$ cat src/rtl/traffic_phase_ctrl_pkg.sv
// Shared types and helpers for the traffic phase sequencer.
// Latency: none (types, constants and pure functions only).
// Backpressure: n/a.
// Contents: phase_e / sub_e state enums, lamp encodings {R,Y,G},
//           per-phase timer-select lookup, lamp lookups, phase successor.
package traffic_pkg;

    typedef enum logic [2:0] {
        NS_G,
        NS_Y,
        RED1,
        EW_G,
        EW_Y,
        RED2,
        FAULT
    } phase_e;

    typedef enum logic {
        GAP,
        RUN
    } sub_e;

    localparam logic [2:0] L_RED = 3'b100;
    localparam logic [2:0] L_YEL = 3'b010;
    localparam logic [2:0] L_GRN = 3'b001;

    typedef struct packed {
        logic long_sel;
        logic short_sel;
    } tsel_t;

    // Timer select used while a phase is in RUN. Greens run the long timer,
    // every other timed phase the short one; FAULT runs no timer at all.
    function automatic tsel_t phase_tsel(input phase_e p);
        tsel_t t;
        t = '0;
        case (p)
            NS_G, EW_G:             t.long_sel  = 1'b1;
            NS_Y, RED1, EW_Y, RED2: t.short_sel = 1'b1;
            default:                t = '0;
        endcase
        return t;
    endfunction

    function automatic logic [2:0] ns_lamp(input phase_e p);
        logic [2:0] l;
        case (p)
            NS_G:    l = L_GRN;
            NS_Y:    l = L_YEL;
            default: l = L_RED;
        endcase
        return l;
    endfunction

    function automatic logic [2:0] ew_lamp(input phase_e p);
        logic [2:0] l;
        case (p)
            EW_G:    l = L_GRN;
            EW_Y:    l = L_YEL;
            default: l = L_RED;
        endcase
        return l;
    endfunction

    // Fixed ring order; NS green extension is decided by the caller.
    function automatic phase_e phase_succ(input phase_e p);
        phase_e n;
        case (p)
            NS_G:    n = NS_Y;
            NS_Y:    n = RED1;
            RED1:    n = EW_G;
            EW_G:    n = EW_Y;
            EW_Y:    n = RED2;
            RED2:    n = NS_G;
            default: n = FAULT;
        endcase
        return n;
    endfunction

endpackage

$ cat src/rtl/traffic_phase_ctrl_watchdog.sv
// Phase watchdog: counts RUN cycles, flags when a phase overstays its limit.
// Latency: expired is combinational from the count; it is high in the
//          WDOG_LIMIT-th consecutive enabled cycle. Backpressure: none.
// Ports: clk, rst (sync, active-high), clr (restart count), en (count this
//        cycle), expired (limit reached in the current enabled cycle).
module phase_watchdog #(
    parameter int WDOG_LIMIT = 200,
    // 2**WDOG_W must exceed WDOG_LIMIT so the terminal value is representable.
    parameter int WDOG_W     = 8
) (
    input  logic clk,
    input  logic rst,
    input  logic clr,
    input  logic en,
    output logic expired
);

    localparam logic [WDOG_W-1:0] LAST = WDOG_W'(WDOG_LIMIT - 1);

    logic [WDOG_W-1:0] cnt;

    // cnt holds the number of enabled cycles already completed, so the
    // current cycle is the last allowed one when cnt reaches LAST.
    always_ff @(posedge clk) begin
        if (rst || clr) begin
            cnt <= '0;
        end else if (en && (cnt != LAST)) begin
            cnt <= cnt + 1'b1;
        end
    end

    assign expired = en && (cnt == LAST);

endmodule

$ cat src/rtl/traffic_phase_ctrl.sv
// Traffic phase sequencer driving the downstream counter's timer selects.
// Latency: all outputs registered, one cycle after the deciding input.
// Backpressure: none; paced only by i_done_counter from the counter.
// Ports: clk, rst (sync, active-high); i_done_counter / i_almost_done from
//        the counter; i_ew_sensor / i_ped_req demand inputs;
//        o_short_counter / o_long_counter timer selects; o_ns_light /
//        o_ew_light one-hot {R,Y,G}; o_walk, o_walk_flash, o_fault (sticky).
module traffic_phase_ctrl
    import traffic_pkg::*;
#(
    parameter int WDOG_LIMIT = 200,
    parameter int WDOG_W     = 8
) (
    input  logic       clk,
    input  logic       rst,
    input  logic       i_done_counter,
    input  logic       i_almost_done,
    input  logic       i_ew_sensor,
    input  logic       i_ped_req,
    output logic       o_short_counter,
    output logic       o_long_counter,
    output logic [2:0] o_ns_light,
    output logic [2:0] o_ew_light,
    output logic       o_walk,
    output logic       o_walk_flash,
    output logic       o_fault
);

    phase_e phase;
    phase_e nxt_phase;
    sub_e   sub;
    sub_e   nxt_sub;
    logic   ew_dem;
    logic   ped_dem;
    logic   ew_g_entry;
    tsel_t  nxt_sel;
    logic   wd_clr;
    logic   wd_en;
    logic   wd_expired;

    assign wd_clr = (sub == GAP);
    assign wd_en  = (sub == RUN) && (phase != FAULT);

    phase_watchdog #(
        .WDOG_LIMIT (WDOG_LIMIT),
        .WDOG_W     (WDOG_W)
    ) u_wdog (
        .clk     (clk),
        .rst     (rst),
        .clr     (wd_clr),
        .en      (wd_en),
        .expired (wd_expired)
    );

    // Next phase/sub-state. done is only honoured in RUN, and it takes
    // precedence over a watchdog expiry landing in the same cycle.
    always_comb begin
        nxt_phase = phase;
        nxt_sub   = sub;
        if (phase == FAULT) begin
            nxt_sub = GAP;
        end else if (sub == GAP) begin
            nxt_sub = RUN;
        end else if (i_done_counter) begin
            nxt_sub = GAP;
            if ((phase == NS_G) && !ew_dem && !ped_dem) begin
                nxt_phase = NS_G;
            end else begin
                nxt_phase = phase_succ(phase);
            end
        end else if (wd_expired) begin
            nxt_phase = FAULT;
            nxt_sub   = GAP;
        end
    end

    // The only way into EW_G is from RED1, so this marks the EW_G GAP edge.
    assign ew_g_entry = (nxt_phase == EW_G) && (phase != EW_G);

    // Selects stay low in GAP so the counter restarts for the new phase.
    assign nxt_sel = (nxt_sub == RUN) ? phase_tsel(nxt_phase) : '0;

    always_ff @(posedge clk) begin
        if (rst) begin
            phase           <= RED2;
            sub             <= GAP;
            o_short_counter <= 1'b0;
            o_long_counter  <= 1'b0;
            o_ns_light      <= L_RED;
            o_ew_light      <= L_RED;
            o_walk          <= 1'b0;
            o_walk_flash    <= 1'b0;
            o_fault         <= 1'b0;
            ew_dem          <= 1'b0;
            ped_dem         <= 1'b0;
        end else begin
            phase           <= nxt_phase;
            sub             <= nxt_sub;
            o_short_counter <= nxt_sel.short_sel;
            o_long_counter  <= nxt_sel.long_sel;
            o_ns_light      <= ns_lamp(nxt_phase);
            o_ew_light      <= ew_lamp(nxt_phase);
            o_walk          <= (nxt_phase == EW_G);
            o_fault         <= (nxt_phase == FAULT);
            // Registered walk & almost_done, cut off as soon as EW_G is left
            // so the warning never lingers into EW_Y.
            o_walk_flash    <= o_walk && i_almost_done && (nxt_phase == EW_G);
            // Clearing wins: a request coincident with EW_G entry is already
            // being served by that green.
            ew_dem          <= ew_g_entry ? 1'b0 : (ew_dem  | i_ew_sensor);
            ped_dem         <= ew_g_entry ? 1'b0 : (ped_dem | i_ped_req);
        end
    end

endmodule
$ cat config.mk
export PLATFORM = sky130hd
export DESIGN_NAME = traffic_phase_ctrl
export DESIGN_NICKNAME = d
export VERILOG_FILES = /design/src/rtl/traffic_phase_ctrl_pkg.sv /design/src/rtl/traffic_phase_ctrl_watchdog.sv /design/src/rtl/traffic_phase_ctrl.sv
export SDC_FILE = /design/constraint.sdc
export NUM_CORES = 1
export LEC_CHECK = 0
export CAP_MARGIN = 20
export CELL_PAD_IN_SITES_DETAIL_PLACEMENT = 1
export CELL_PAD_IN_SITES_GLOBAL_PLACEMENT = 1
export CORE_UTILIZATION = 39
export DETAILED_ROUTE_END_ITERATION = 6
export MAX_ROUTING_LAYER = met4
export PLACE_DENSITY_LB_ADDON = 0.1
export REMOVE_ABC_BUFFERS = 1
export SLEW_MARGIN = 0
export SYNTH_ARGS = -nofsm -noshare
export SYNTH_HDL_FRONTEND = slang
export SYNTH_SLANG_ARGS = --single-unit
$ cat constraint.sdc
create_clock -name clk -period 2.9 [get_ports clk]
set_clock_uncertainty 0.2 [all_clocks]
set_input_delay 0.725 -clock clk [delete_from_list [all_inputs] [get_ports clk]]
set_output_delay 0.725 -clock clk [all_outputs]
set_load 0.05 [all_outputs]
# [Word level (Yosys, flattened, before mapping)]
# Index checks and enable logic that the tools add are counted.
[totals] output_inout_bits=11 elab_cells=64 regBits=25
[classes] n_eq_ne=16 n_reduce_logical=17 bitwise=4 mux=14 add_sub_neg=1
[op_table] cell="$eq A3 B3 Y1 const B" n=6
[op_table] cell="$pmux W3 S6" n=1
[op_table] cell="$mux W3" n=5
[op_table] cell="$eq A3 B2 Y1 const B" n=4
[op_table] cell="$pmux W3 S2" n=2
[op_table] cell="$add A8 B1 Y8 const B" n=1
[op_table] cell="$eq A8 B8 Y1 const B" n=1
[op_table] cell="$logic_and A1 B1 Y1" n=8
[op_table] cell="$ne A8 B8 Y1 const B" n=1
[op_table] cell="$eq A3 B1 Y1 const B" n=2
[op_table] cell="$logic_not A3 Y1" n=2
[op_table] cell="$mux W1" n=6
[op_table] cell="$reduce_or A2 Y1" n=3
[op_table] cell="$reduce_or A4 Y1" n=1
[op_table] cell="$ne A3 B2 Y1 const B" n=1
[op_table] cell="$ne A3 B3 Y1 const B" n=1
[op_table] cell="$logic_not A1 Y1" n=2
[op_table] cell="$not A1 Y1" n=2
[op_table] cell="$or A1 B1 Y1" n=2
[op_table] cell="$logic_or A1 B1 Y1" n=1

# [Depth between registers and ports, before layout]
[logic_depth] word_depth=10 depth_mapped=7 mapped_depth_nobuf=6

# [Hierarchy]
# A second synthesis with hierarchy kept.
[hier_totals] hier_cells=111 hier_area_um2=1024.7
[by_module_without_submodules] module="traffic_phase_ctrl" n_inst=1 cells_each=64 area_each_um2=629.4
[by_module_without_submodules] module="phase_watchdog" n_inst=1 cells_each=47 area_each_um2=395.4

# [Worst setup path after synthesis]
# No wires, ideal clock.
[synth_path] kind="flip-flop to flip-flop" startpoint="register u_wdog.cnt[0]" endpoint="register o_ew_light[2]" arrival_ns=2.016 stages_incl_launch_ff=8 setup_ns=0.114 setup_slack_ns=0.570 n_path_buf=1 cell_sequence="dfxtp_1 -> ha_1 -> nand4_2 -> o41a_4 -> a221o_1 -> buf_6 -> or3_1 -> a21o_1"
[synth_via] elab_chain_len=8 word_cells_on_any_way=9 cone_classes="eq/ne: 3; mux: 5; reduce/logical: 1"
[synth_lines] item="start, declared" line="traffic_phase_ctrl_watchdog.sv:20" rtl="logic [WDOG_W-1:0] cnt;"
[synth_lines] item="start signal, assigned" line="traffic_phase_ctrl_watchdog.sv:28" rtl="cnt <= cnt + 1'b1;"
[synth_lines] item="$eq A8 B8 Y1 (*)" line="traffic_phase_ctrl_watchdog.sv:32" rtl="assign expired = en && (cnt == LAST);"
[synth_lines] item="$logic_and A1 B1 Y1 (*)" line="traffic_phase_ctrl_watchdog.sv:32"
[synth_lines] item="$mux W3 (*)" line="traffic_phase_ctrl.sv:71" rtl="end else if (wd_expired) begin"
[synth_lines] item="$mux W3 (*)" line="traffic_phase_ctrl.sv:64" rtl="end else if (i_done_counter) begin"
[synth_lines] item="$mux W3 (*)" line="traffic_phase_ctrl.sv:62" rtl="end else if (sub == GAP) begin"
[synth_lines] item="$mux W3 (*)" line="traffic_phase_ctrl.sv:60" rtl="if (phase == FAULT) begin"
[synth_lines] item="$eq A3 B3 Y1 / $eq A3 B2 Y1 (equally long branches)" line="traffic_phase_ctrl_pkg.sv:57" rtl="case (p)"
[synth_lines] item="$pmux W3 S2 (*)" line="traffic_phase_ctrl_pkg.sv:57"
[synth_lines] item="end signal, assigned" line="traffic_phase_ctrl.sv:102" rtl="o_ew_light <= ew_lamp(nxt_phase);"
[synth_lines] item="end, declared" line="traffic_phase_ctrl.sv:23" rtl="output logic [2:0] o_ew_light,"
# Every way passes the cells marked *; elsewhere a longest branch is shown, timed or not.
# A chain may end at the register's enable or synchronous reset.

# [Worst setup path in the final report]
# Ends and elaborated chain as after synthesis.

==> summary.txt <==
Flow run
  • Maxcap violations: 0

Logic synthesis
  • Adder-Cell Fraction of Synth Area: 0.0119
  • Simple-gate area share of the yosys netlist: 0.273
  • Post-synth cell types: 33
  • Yosys reg bits: 25
  • Multiplexer area fraction after synthesis: 0
  • Largest family of logic cells by synthesized area: simple AND/OR/NAND/NOR gates
  • Ys flop type: dfxtp_1
  • Most frequent cell after synthesis: dfxtp_1
  • Yosys top cell by area: dfxtp_1
  • Post-synthesis sequential area ratio: 0.476
  • List of most frequent post-synthesis cells: 25 x dfxtp_1, 16 x nor2_1, 7 x nand2_1, 7 x xnor2_1
  • Cells after synthesis: 113
  • Post-synthesis compound-gate area fraction: 0.135
  • Xor and xnor area share after synthesis: 0.0583
  • Post-synth top area share: 0.476
  • EDFF count, synth: 0
  • YS warnings: 0
  • Largest cells by area after synthesis: dfxtp_1 48%, xnor2_1 5.8%, nor2_1 5.7%, nor4_1 3.0%, nand2_1 2.5%
  • Post-synth ARST share: 0
  • Cell area after synthesis: 1050 µm²
  • Avg Inst Size Synth: 9.30 µm²

Drt
  • Detailed Route Iter0 Violations: 4
  • Pre-Repair DR Iteration Count: 3
  • Routed length per instance: 13.6 µm
  • # DRC: 0
  • Total wire length: 2190 µm
  • Total vias in the final route: 855
  • Detail Route Antenna Nets: 0
  • Routed vias/inst: 5.31

Pwr
  • PD cells: 507 nW/µm²
  • P_leak: 0.462 nW
  • Max rail drop VDD: 0.346 mV

Clock tree
  • Post-CTS Setup Inserts: 0
  • CTS HTree Levels: 1
  • Clk_lat worst skew: 0.32 ns
  • Post-cts sizing count: 0
  • Clock sinks: 25
  • CTS tree: done
  • Clock buffer depth: 2
  • Clock root cell: clkbuf_4
  • Post-CTS Hold Fix Bufs: 0
  • Inserted Clock Buffers: 3
  • Worst-path clk slew: 0.14 ns

STA
  • Max_slew headroom: 0.582
  • PnR worst setup slack: 0.350 ns
  • Final count of hold timing violations: 0
  • FMAX: 0.392 GHz
  • Worst-margin pin slew: 0.625 ns
  • Max Slew Vio Count: 0
  • Final setup fails: 0
  • Minimum clock period: 2.55 ns
  • Fin Setup TNS: 0 ns
  • Final Cycle Share: 0.879
  • RSZ-0062 raised after global routing: no

Global route
  • Largest net degree at the start of global routing: 15
  • Total GRT Usage: 0.169
  • GRT Residual Overflow: 0
  • Initial antenna violation count: 0
  • First-pass GRT wire length: 3440 µm
  • Number of global-route vias before repair: 807

Critical path
  • R2R setup slack: 0.35 ns
  • Worst Setup End Kind: flip-flop
  • Crit start category: flip-flop
  • Crit path launch: u_wdog.cnt[0]
  • FF-to-FF Start: u_wdog.cnt[0]
  • Worst Path Arrival: 2.57 ns
  • Req. time, crit path: 2.92 ns
  • Crit Path Max Fanout: 10
  • Critical path type: flip-flop to flip-flop

Placement
  • DP Worst Slack: 0.0465 ns
  • GPL Wtd Cong: 0.690
  • Post-DP HPWL: 1640 µm
  • Buffers on Ports: 16

Final layout
  • Post-layout nets: 139
  • Area growth syn-to-layout: 20.4%
  • Antenna cells: 0
  • Layout cells sized above 1: 0.107

Floorplan
  • Die Wd: 53.9 µm
  • Ports: 17
  • Die ar.: 2910 µm²
  • Die H: 53.9 µm
  • Rows: 18
  • Initial Util: 0.417
  • Core area: 2520 µm²

Min path
  • Hold_sp: o_walk
  • Hold WC Path Type: flip-flop to flip-flop

Run status
  • Run status: completed
## cell families after synthesis
kind of cell,count (synthesis)
and+or+nand+nor,54
DFF,25
AOI/OAI and AO/OA,17
buffers and inverters,9
xor gates and xnor gates,7
adders and majority gates,1
## report_power, final
| group | leakage [nW] | internal [mW] | switching, mW |
|---|---|---|---|
| clock network | 0.0177 | 0.0516 | 0.103 |
| registers | 0.204 | 0.358 | 0.0109 |
| logic | 0.240 | 0.0444 | 0.0719 |
## metal layers
| layer | global-route usage | vias up | part of all wire |
|---|---|---|---|
| li1 | - | 432 | - |
| met1 | 0.175 | 413 | 0.45 |
| met2 | 0.315 | 10 | 0.52 |
| met3 | 0.0508 | 0 | 0.029 |
| met4 | 0.0263 | 0 | 0 |
| met5 | - | - | 0 |
## placed cells by master, fill, tap and decap left out, drive strengths merged, types with 2 or more instances in the layout
cell type / count
clkbuf: 3
a21o: 2
o21ai: 4
a211oi: 2
nor2: 16
nor4b: 2
nand2b: 3
dfxtp: 25
clkdlybuf4s50: 16
buf: 3
inv: 4
nand3: 4
nor3: 5
or3: 3
nand2: 7
nor4: 5
a21oi: 3
a311oi: 2
nor3b: 2
xnor2: 7
nand4: 2
## flip-flops by register name, summed over array words and instances, names as in the netlist
register	cells
ew_dem	1
o_ew_light	3
o_walk_flash	1
phase	3
o_short_counter	1
o_long_counter	1
o_ns_light	3
o_walk	1
u_wdog.cnt	8
sub	1
ped_dem	1
o_fault	1
## layout make-up
class / count / area [µm²]
clock inverters: 1 / 5.00
well taps: 30 / 37.5
fillers: 297 / 1260
inverters: 4 / 15.0
multi-input cells: 79 / 502
flip-flops and latches: 25 / 500
repair buffers: 19 / 183
clock buffers: 3 / 22.5
## per-stage QoR
step / total power, mW / hold WS (ns) / instance area [µm²] / utilization / std cells
2_1_floorplan: 0.452 / 0.239 / 1020 / - / 108
3_3_place_gp: 0.491 / 0.250 / 1240 / 0.491 / 157
3_5_place_dp: 0.493 / 0.254 / 1240 / 0.491 / 157
4_1_cts: 0.648 / 0.275 / 1260 / 0.501 / 161
5_1_grt: 0.670 / 0.316 / 1260 / 0.501 / 161
6_report: 0.641 / 0.268 / 1260 / 0.501 / 161
## worst paths after layout
path	endpoint	cells after the start
worst max register to register	o_ew_light[2]	6
worst min register to register	o_walk_flash	2
worst min-delay path	o_walk_flash	2
worst max-delay path	o_ew_light[2]	6
## critical path, stage by stage, from the launching register on
cell and delay, ns:
dfxtp_1 0.40, ha_1 0.25, nand4_2 0.14, o41a_4 0.40, a221o_1 0.50, or3_1 0.36, a21o_1 0.19
Power figures use the tool's default switching activity.
